`src/rtl/pc_gen.sv`:
```
// Fetch program-counter generator: BOOT/RUN/HALT sequencing, trap/jump redirects with alignment
// checking, and an optional return-address stack enabled by defining PC_GEN_RAS_EN.
module pc_gen #(
    parameter int               XLEN      = 64,
    parameter logic [XLEN-1:0]  RESET_VEC = '0,
    parameter int               STEP      = 4,
    parameter int               RAS_DEPTH = 4
) (
    input  logic            clk,
    input  logic            rst,
    input  logic            trap_valid,
    input  logic [XLEN-1:0] trap_pc,
    input  logic            JUMP,
    input  logic [XLEN-1:0] JUMP_PC,
    input  logic            ras_push,
    input  logic [XLEN-1:0] ras_push_addr,
    input  logic            ras_pop,
    input  logic            stall,
    input  logic            fetch_ready,
    output logic [XLEN-1:0] pc,
    output logic            pc_valid,
    output logic            misalign_err,
    output logic            ras_empty
);

    localparam int SH = $clog2(STEP);

    typedef enum logic [1:0] {BOOT, RUN, HALT} state_t;

    state_t          state_q, state_d;
    logic [XLEN-1:0] pc_q, pc_d;
    logic            pc_valid_q;
    logic            misalign_err_q, misalign_err_d;

    logic            adv_ok;
    logic            trap_bad;
    logic            jump_bad;
    logic            ras_avail;
    logic [XLEN-1:0] ras_top;
    logic            pop_take;
    logic            flush;

    always_comb begin
        state_d        = state_q;
        pc_d           = pc_q;
        misalign_err_d = 1'b0;
        pop_take       = 1'b0;
        flush          = 1'b0;
        adv_ok         = (state_q == RUN) && fetch_ready && !stall;
        trap_bad       = |trap_pc[SH-1:0];
        jump_bad       = |JUMP_PC[SH-1:0];

        // A trap is the only request honoured in every state.
        if (trap_valid) begin
            if (trap_bad) begin
                misalign_err_d = 1'b1;
                state_d        = HALT;
            end else begin
                pc_d    = trap_pc;
                state_d = RUN;
                flush   = 1'b1;
            end
        end else if (state_q == RUN) begin
            if (JUMP) begin
                if (jump_bad) begin
                    misalign_err_d = 1'b1;
                    state_d        = HALT;
                end else begin
                    pc_d = JUMP_PC;
                end
            end else if (ras_pop && ras_avail && adv_ok) begin
                pc_d     = ras_top;
                pop_take = 1'b1;
            end else if (adv_ok) begin
                pc_d = pc_q + XLEN'(STEP);
            end
        end else if (state_q == BOOT) begin
            state_d = RUN;
        end
    end

    always_ff @(posedge clk or posedge rst) begin
        if (rst) begin
            state_q        <= BOOT;
            pc_q           <= RESET_VEC;
            pc_valid_q     <= 1'b0;
            misalign_err_q <= 1'b0;
        end else begin
            state_q        <= state_d;
            pc_q           <= pc_d;
            pc_valid_q     <= (state_d == RUN);
            misalign_err_q <= misalign_err_d;
        end
    end

    assign pc           = pc_q;
    assign pc_valid     = pc_valid_q;
    assign misalign_err = misalign_err_q;

`ifdef PC_GEN_RAS_EN
    localparam int PW = $clog2(RAS_DEPTH);

    logic [PW:0]     cnt_q, cnt_d;
    logic [PW-1:0]   top_q, top_d;
    logic [PW-1:0]   ras_widx;
    logic            ras_we;
    logic            ras_empty_q;
    logic [XLEN-1:0] ras_mem_q [RAS_DEPTH];

    assign ras_avail = (cnt_q != '0);
    assign ras_top   = ras_mem_q[top_q];

    // Circular buffer: pushing past full wraps top onto the oldest slot.
    always_comb begin
        cnt_d    = cnt_q;
        top_d    = top_q;
        ras_we   = 1'b0;
        ras_widx = top_q;
        if (flush) begin
            cnt_d = '0;
        end else if (ras_push && pop_take) begin
            ras_we = 1'b1;
        end else if (ras_push) begin
            ras_we   = 1'b1;
            top_d    = top_q + PW'(1);
            ras_widx = top_q + PW'(1);
            if (cnt_q != (PW+1)'(RAS_DEPTH)) begin
                cnt_d = cnt_q + (PW+1)'(1);
            end
        end else if (pop_take) begin
            top_d = top_q - PW'(1);
            cnt_d = cnt_q - (PW+1)'(1);
        end
    end

    always_ff @(posedge clk or posedge rst) begin
        if (rst) begin
            cnt_q       <= '0;
            top_q       <= '0;
            ras_empty_q <= 1'b1;
        end else begin
            cnt_q       <= cnt_d;
            top_q       <= top_d;
            ras_empty_q <= (cnt_d == '0);
        end
    end

    always_ff @(posedge clk) begin
        if (ras_we) begin
            ras_mem_q[ras_widx] <= ras_push_addr;
        end
    end

    assign ras_empty = ras_empty_q;
`else
    logic unused_ras;

    assign ras_avail  = 1'b0;
    assign ras_top    = '0;
    assign ras_empty  = 1'b1;
    assign unused_ras = ^{ras_push, ras_push_addr, ras_pop, pop_take, flush};
`endif

endmodule

```
`config.mk`:
```
export PLATFORM = sky130hd
export DESIGN_NAME = pc_gen
export DESIGN_NICKNAME = d
export VERILOG_FILES = /design/src/rtl/pc_gen.sv
export SDC_FILE = /design/constraint.sdc
export NUM_CORES = 1
export LEC_CHECK = 0
export ABC_AREA = 1
export ABC_CLOCK_PERIOD_IN_PS = 6700
export CAP_MARGIN = 30
export CORE_ASPECT_RATIO = 1.1
export CORE_MARGIN = 2
export CORE_UTILIZATION = 46
export CTS_BUF_LIST = sky130_fd_sc_hd__clkbuf_8
export DETAILED_ROUTE_END_ITERATION = 8
export PLACE_DENSITY = 0.89
export SLEW_MARGIN = 20
export SYNTH_ARGS = -nofsm -noshare
export SYNTH_HDL_FRONTEND = slang
export SYNTH_SLANG_ARGS = --single-unit
```
`constraint.sdc`:
```
create_clock -name clk -period 6.7 [get_ports clk]
set_clock_uncertainty 0.05 [all_clocks]
set_input_delay 1.34 -clock clk [delete_from_list [all_inputs] [get_ports clk]]
set_output_delay 1.34 -clock clk [all_outputs]
set_load 0.02 [all_outputs]
```
# Word-level counts from Yosys, hierarchy flattened

Index checks and enable logic that the tools add are counted.

Add/sub/neg operators: 1
Reductions and logical operators: 9
Equal/unequal tests: 4
Multiplexer cells: 17

Operators with widths:

| operator                                                         | count |
|---|---|
| 64-bit 2-to-1 mux                                                | 6 |
| 64-bit by 3-bit adder with 64-bit output (second input constant) | 1 |
| 2-bit 2-to-1 mux                                                 | 6 |
| 1-bit 2-to-1 mux                                                 | 5 |
| 2-bit by 1-bit == test with 1-bit output (second input constant) | 2 |
| 4-bit AND reduction                                              | 1 |
| 2-bit OR reduction                                               | 2 |
| 3-bit != test (second input constant)                            | 1 |
| 3-bit nonzero test                                               | 1 |
| 1-bit logical AND                                                | 2 |
| 2-bit logical NOT                                                | 1 |
| 2-bit != test (second input constant)                            | 1 |
| 2-bit nonzero test                                               | 1 |
| 1-bit logical NOT                                                | 1 |

Register bits: 68
Logic and storage cells: 35
Input port bits: 200
Output and inout bits: 67

# Depth between registers and ports, before layout

Gate-level depths: netlist of the first run.

Depth after elaboration: 7
Mapped depth: 11
Depth with buffers taken out: 10

# Least setup slack after synthesis of the first run

Ideal clock, no wire load.

Kind: input port to flip-flop
Start: in JUMP_PC[1]
End: reg pc_q[4], in the netlist pc[4]
Arrival: 2407 ps
Stages on the path: 9
Path buffers: 2
Required time: 6524 ps
Path slack: 4117 ps
Library setup time: 126 ps
Cells stage by stage: or2_2 nand2_1 o21ai_1 nor2_2 nand2_2 buf_4 buf_4 a21oi_1 o22ai_1

Longest elaborated chain between the ends: 3

RTL lines:

| what                          | RTL line | text |
|---|---|---|
| start, declared               | 14       | `input logic [XLEN-1:0] JUMP_PC,` |
| 2-bit OR reduction            | 51       | `jump_bad = \|JUMP_PC[SH-1:0];` |
| 3-bit != test (no line)       | --       |  |
| 4-bit AND reduction (no line) | --       |  |
| end signal, assigned          | 90       | `pc_q <= pc_d;` |
| end, declared                 | 31       | `logic [XLEN-1:0] pc_q, pc_d;` |

No other way between the ends.
A chain may end at the register's enable or synchronous reset.

# Worst setup path in the final report of the first run

Start: in trap_valid
End: reg pc_q[36], in the netlist pc[36]

Longest elaborated chain between the ends: 2
Elaborated cells between the ends (all ways): 6
Those cells by class: eq/ne: 2; mux: 1; reduce/logical: 3

RTL lines:

| what                                            | RTL line | text |
|---|---|---|
| start, declared                                 | 11       | `input logic trap_valid,` |
| 3-bit != test (no line) (tied with other cells) | --       |  |
| 4-bit AND reduction (no line)                   | --       |  |

Several ways; a longest one is shown, not always the timed one.

==> results by group, run 1 <==
Run status
  • Status: finished, final reports clean

Clocking
  • Clock Path Buffers: 2
  • Clk sinks: 68
  • Inserted Clock Buffers: 9
  • Worst-path clk slew: roughly 0.070 ns
  • Setup Buffers After CTS: 0
  • CTS tree: built
  • H-Tree Depth: 3
  • Hold_buf cts: 0
  • Resize count post-CTS: 0
  • CTS root buf: clkbuf_8
  • Clk_lat worst skew: approximately 0.35 ns

Floorplan
  • I/O pins: about 270
  • Rows: 41
  • Starting density of the core: between 40% and 50%
  • Die width: 108.3 um
  • DIE AREA: 12,860 um^2
  • Die height: 118.8 um
  • Core ar.: roughly 12,000 um^2

STA
  • Pins Over Slew Limit: 0
  • Tightest Pin Transition: approximately 0.7 ns
  • RSZ-0062 raised after global routing: false
  • Min Tclk post-route: 4.147 ns
  • Final hold violations: 0
  • F_max: ~0.24 GHz
  • Setup TNS: 0 ns
  • Hold WS: 0.4518 ns
  • Period utilization: around 62%
  • Setup ws final: ~2.6 ns
  • Setup violators final: 0
  • Slew HR: around 52%

Place
  • DP Wirelength: between 10 and 15 mm
  • Routability cong.: between 0.9 and 1
  • Port buffer count: between 150 and 200
  • Worst slack, placed: around 2.0 ns

Synth
  • Yosys top cell by area: dfrtp_1
  • Synthesized instance count: approximately 860
  • Number of synthesized flops with an enable pin: 0
  • Synth cell count leaders: nor2_1, nand2_1, dfrtp_1, inv_1, a22o_1
  • Post-synthesis sequential area ratio: 30.90%
  • Async SR Flop Fraction: 100.0%
  • Distinct cells, synth: 32
  • Synth top area share: between 30% and 40%
  • Average instance area after synthesis: approximately 6.4 um^2
  • Most frequent cell after synthesis: nor2_1
  • Number of synthesized register bits: 68
  • Syn nets: 1,060
  • Post-Syn Area: between 5000 and 6000 um^2
  • Yosys warns: 0
  • Synth top area cells: dfrtp_1, nor2_1, nand2_1
  • Predominant post-synthesis flop cell: dfrtp_1

Layout
  • Nets: ~1,200
  • Layout cell share with drive strength beyond 1: 4.493%
  • Number of diodes: 0
  • Fillers: around 1,000
  • P&R area growth vs syn: 40.76%

Power and ir drop
  • PD cells: approximately 230 nW/um^2
  • Max IR drop VDD: 141.4 uV
  • Leakage: 3.361 nW

GRT
  • Tot GR Track Use: a little under 30%
  • Grt ovf: 0
  • Largest net degree at the start of global routing: between 60 and 70
  • First-pass GRT wire length: around 30 mm
  • Vias in the first global route: 5,948
  • Initial antenna violation count: 0

Critical path
  • Critical path, cell by cell: buf_2, buf_4, nor2_4, buf_4, nand2_1, nand2_2, buf_4, inv_2, buf_16, nor2_1, a21oi_1
  • CP max FO: 67
  • CP max stage cell: buf_4
  • Crit path kind: in -> reg
  • Critical Path Max Stage Delay: 0.55 ns
  • Worst Path Required: between 6 and 7 ns
  • Crit. End Element: flip-flop
  • Worst EP arrival: around 4.3 ns
  • Worst setup SP type: input port
  • Crit path top cell by count: buf_4

Drt
  • Average vias per placed instance: 5.408
  • Vias: 6,468
  • DR DRC count: 0
  • Initial DRC count: a little over 600
  • Antenna-violating nets left: 0
  • Drt wl/cell: about 16 um
  • DRT Pass-1 Iters: 7
  • Final WL: between 15 and 20 mm

Run
  • MaxCap Viol Count: 0

Hold path
  • Hold crit path type: reg -> reg
[per-stage QoR]
stage,total power [mW],utilization (%),instance area [um^2],cells
final,1.814,66.86,7751,1196
after global routing,1.925,66.86,7751,1196
after CTS,1.809,66.45,7704,1194
after detailed placement,1.511,65.10,7547,1180
after global placement,1.494,65.10,7547,1180
after floorplan,1.116,-,5507,859
[kinds of logic after synthesis]
kind of cell / Yosys count / synth area share [%]
simple gates: 497 / 37.26
compound gates: 170 / 20.45
buf+inv: 102 / 7.907
flops: 68 / 30.90
xor+xnor: 20 / 3.181
fa+ha+maj: 1 / 0.2272
other cells: 1 / 0.06810
[registers in the layout, indices dropped and copies added, names as in the netlist]
| name | count |
|---|---|
| pc | 64 |
| misalign_err | 1 |
| pc_valid | 1 |
| state_q | 2 |
[worst max-delay path, delay by kind of cell]
kind            cells  cell delay (ns)
buf+inv             6             2.48
compound gates      1             0.05
simple gates        4             0.43
[worst paths after layout]
path,start,endpoint,slack [ns],cells past startpoint
hold / removal,pc[0]$_DFFE_PP0P_,pc[0]$_DFFE_PP0P_,0.45,2
hold reg to reg,pc[0]$_DFFE_PP0P_,pc[0]$_DFFE_PP0P_,0.45,2
setup reg to reg,state_q[0]$_DFF_PP0_,pc[36]$_DFFE_PP0P_,4.31,10
setup / recovery,trap_valid,pc[36]$_DFFE_PP0P_,2.55,11
max in group asynchronous,rst,pc[25]$_DFFE_PP0P_,4.72,4
min in group asynchronous,rst,misalign_err$_DFF_PP0_,1.33,3
[per-layer routing]
layer  up-vias  global-route usage, %  routed length [um]
met5         -                      0                   0
met4         0                  10.90                 597
met3        51                  4.082                1592
met2       324                  45.64                8562
met1      2904                  40.51                8029
li1       3189                      -                   -
[report_power, final]
group / switching, mW / internal (mW)
clock network: 0.157 / 0.137
registers: 0.163 / 0.509
logic: 0.447 / 0.400
total: 0.767 / 1.05
[cell type report]
class	instances	area (um^2)	area share, %
Sequential cell	68	1702	21.95
Inverter	69	259.0	3.341
Clock inverter	4	18.77	0.2421
Clock buffer	10	137.6	1.776
Tap cell	150	187.7	2.421
Timing Repair Buffer	206	2072	26.73
Multi-Input combinational cell	689	3374	43.54
[placed cells by master, fill, tap and decap left out, drive strengths merged, types with 3 or more instances in the layout]
master         count
nand2            206
nor2             223
a21oi             57
o21bai            19
clkinv             3
nor3               3
clkbuf            10
nand3             54
dfrtp             68
a22o              58
nand4              9
xor2               5
xnor2             15
clkdlybuf4s50    198
inv               70
o21ai             31
buf                8
Power figures use the tool's default switching activity.
==> inputs of run 2 (changes only) <==
ABC_CLOCK_PERIOD_IN_PS = 3700   (was 6700)
CORE_UTILIZATION = 38   (was 46)
PLACE_DENSITY = 0.79   (was 0.89)
clock period = 3.7 ns   (was 6.7 ns; I/O delays follow)
==> results by group, run 2 (synthesized netlist as in run 1, its figures left out) <==
Layout
  • Layout cell share with drive strength beyond 1: 4.493% (unchanged)
  • Number of diodes: 0 (unchanged)
  • P&R area growth vs syn: 41.58%
  • Leading cell type in the layout, fill and taps excluded: nor2_1
  • Largest register FFs: 64 (unchanged)
  • Most frequent cells in the layout: nor2_1, nand2_1, clkdlybuf4s50_1, dfrtp_1, inv_1
  • Nets: 1,244 (unchanged)

Floorplan
  • Die height: 130.3 um (+9.7%)
  • Core ar.: 14,270 um^2 (+23%)
  • Starting density of the core: 38.58% (-8.9 points)
  • Rows: 46 (+12%)
  • I/O pins: 267 (unchanged)
  • DIE AREA: 15,470 um^2 (+20%)
  • Die width: 118.8 um (+9.7%)

Power and ir drop
  • PD cells: 420.8 nW/um^2 (+80%)
  • Leakage: 3.357 nW (about the same)
  • Max IR drop VDD: 187.3 uV (+32%)

Run status
  • Status: finished, final reports clean

STA
  • Setup TNS: 0 ns (unchanged)
  • Final hold violations: 0 (unchanged)
  • Period utilization: 65.08%
  • Setup violators final: 0 (unchanged)
  • Slew HR: 52.27% (-0.17 points)
  • Hold WS: 0.4568 ns (+0.004980 ns)
  • Min Tclk post-route: about 2.4 ns
  • RSZ-0062 raised after global routing: false
  • Pins Over Slew Limit: 0 (unchanged)
  • F_max: between 0.4 and 0.5 GHz
  • Tightest Pin Transition: 0.7149 ns (+0.001470 ns)

Critical path
  • Worst EP arrival: 2.65 ns (-1.68 ns)
  • CP max stage cell: clkdlybuf4s50_1
  • Critical Path Max Stage Delay: 0.50 ns (-0.05 ns)
  • Crit path top cell by count: a21oi_1
  • Crit. End Element: flip-flop
  • Critical path, cell by cell: clkdlybuf4s50_1, nor2_4, buf_4, inv_2, a21oi_1, o22ai_1, a21oi_1
  • Worst Path Required: 3.95 ns (-2.93 ns)
  • Worst setup SP type: input port
  • CP max FO: 52 (-22%)
  • Crit path kind: in -> reg

Clocking
  • Worst-path clk slew: 0.07 ns (about the same)
  • Setup Buffers After CTS: 0 (unchanged)
  • Clock Path Buffers: 2 (unchanged)
  • Hold_buf cts: 0 (unchanged)
  • Clk_lat worst skew: 0.37 ns (+0.02 ns)
  • Inserted Clock Buffers: 9 (unchanged)
  • Resize count post-CTS: 0 (unchanged)
  • H-Tree Depth: 3 (unchanged)
  • CTS root buf: clkbuf_8
  • CTS tree: built
  • Clk sinks: 68 (unchanged)

GRT
  • First-pass GRT wire length: 30.35 mm (+2.4%)
  • Initial antenna violation count: 0 (unchanged)
  • Vias in the first global route: 5,851 (-1.6%)
  • Tot GR Track Use: 24.70% (-4.4 points)
  • Grt ovf: 0 (unchanged)
  • Largest net degree at the start of global routing: 67 (-2.9%)

Place
  • DP Wirelength: 15.03 mm (+7.0%)
  • Routability cong.: 0.9261 (-2.7%)
  • Port buffer count: 199 (unchanged)

Drt
  • DR DRC count: 0 (unchanged)
  • Vias: 6,340 (-2.0%)
  • Antenna-violating nets left: 0 (unchanged)
  • DRT Pass-1 Iters: 5 (-2)
  • Average vias per placed instance: 5.121 (-5.3%)
  • Initial DRC count: 471 (-24%)
  • Drt wl/cell: 15.59 um (-0.70%)
  • Final WL: 19.30 mm (+2.8%)

Run
  • MaxCap Viol Count: 0 (unchanged)

Hold path
  • Hold crit path type: reg -> reg
## run 2: per-layer routing
layer  share of wire, %  routed length [um]  global-route usage [%]  vias up
li1                   -                   -                       -     3184
met1                 44                8425                   32.69     2920
met2                 47                9137                   41.68      207
met3                6.8                1306                   4.152       29
met4                2.3                 435                   7.283        0
met5                  0                   0                       0        -
## run 2: worst max-delay path, delay by kind of cell
kind / cells / cell delay [ns]
buffers and inverters: 3 / 1.29
AO/OA/AOI/OAI: 3 / 0.45
AND/OR/NAND/NOR: 1 / 0.14
## run 2: area by class of cell
cell class | instances | area, um^2
fill | 1466 | 6477
timing repair buffer | 206 | 2064
sequential | 68 | 1702
tap | 192 | 240.2
multi-input combinational | 689 | 3374
clock buffer | 10 | 137.6
clock inverter | 4 | 18.77
inverter | 69 | 259.0
## run 2: final timing paths
check,depth (start not counted),from,to,slack (ns)
worst max-delay path,7,JUMP,pc[5]$_DFFE_PP0P_,1.29
worst min-delay path,2,pc[1]$_DFFE_PP0P_,pc[1]$_DFFE_PP0P_,0.46
worst max register to register,9,pc[2]$_DFFE_PP0P_,pc[46]$_DFFE_PP0P_,1.49
worst min register to register,2,pc[1]$_DFFE_PP0P_,pc[1]$_DFFE_PP0P_,0.46
max in group asynchronous,3,rst,pc[24]$_DFFE_PP0P_,2.19
min in group asynchronous,2,rst,pc_valid$_DFF_PP0_,0.76
## run 2: power breakdown
group / leakage [nW] / internal, mW / switching [mW]
clock: 0.0890 / 0.248 / 0.287
combinational: 2.48 / 0.723 / 0.810
sequential: 0.789 / 0.922 / 0.290
total: 3.36 / 1.89 / 1.39
## run 2: per-stage QoR
stage               setup slack [ns]  cells  instance area [um^2]  util, %  total power, mW
detailed placement            0.9437   1224                  7640    53.52            2.755
finish                         1.292   1238                  7796    54.62            3.280
floorplan                      1.198    859                  5507        -            2.022
global placement              0.9886   1224                  7640    53.52            2.727
CTS                            1.303   1238                  7796    54.62            3.288
global route                   1.106   1238                  7796    54.62            3.493
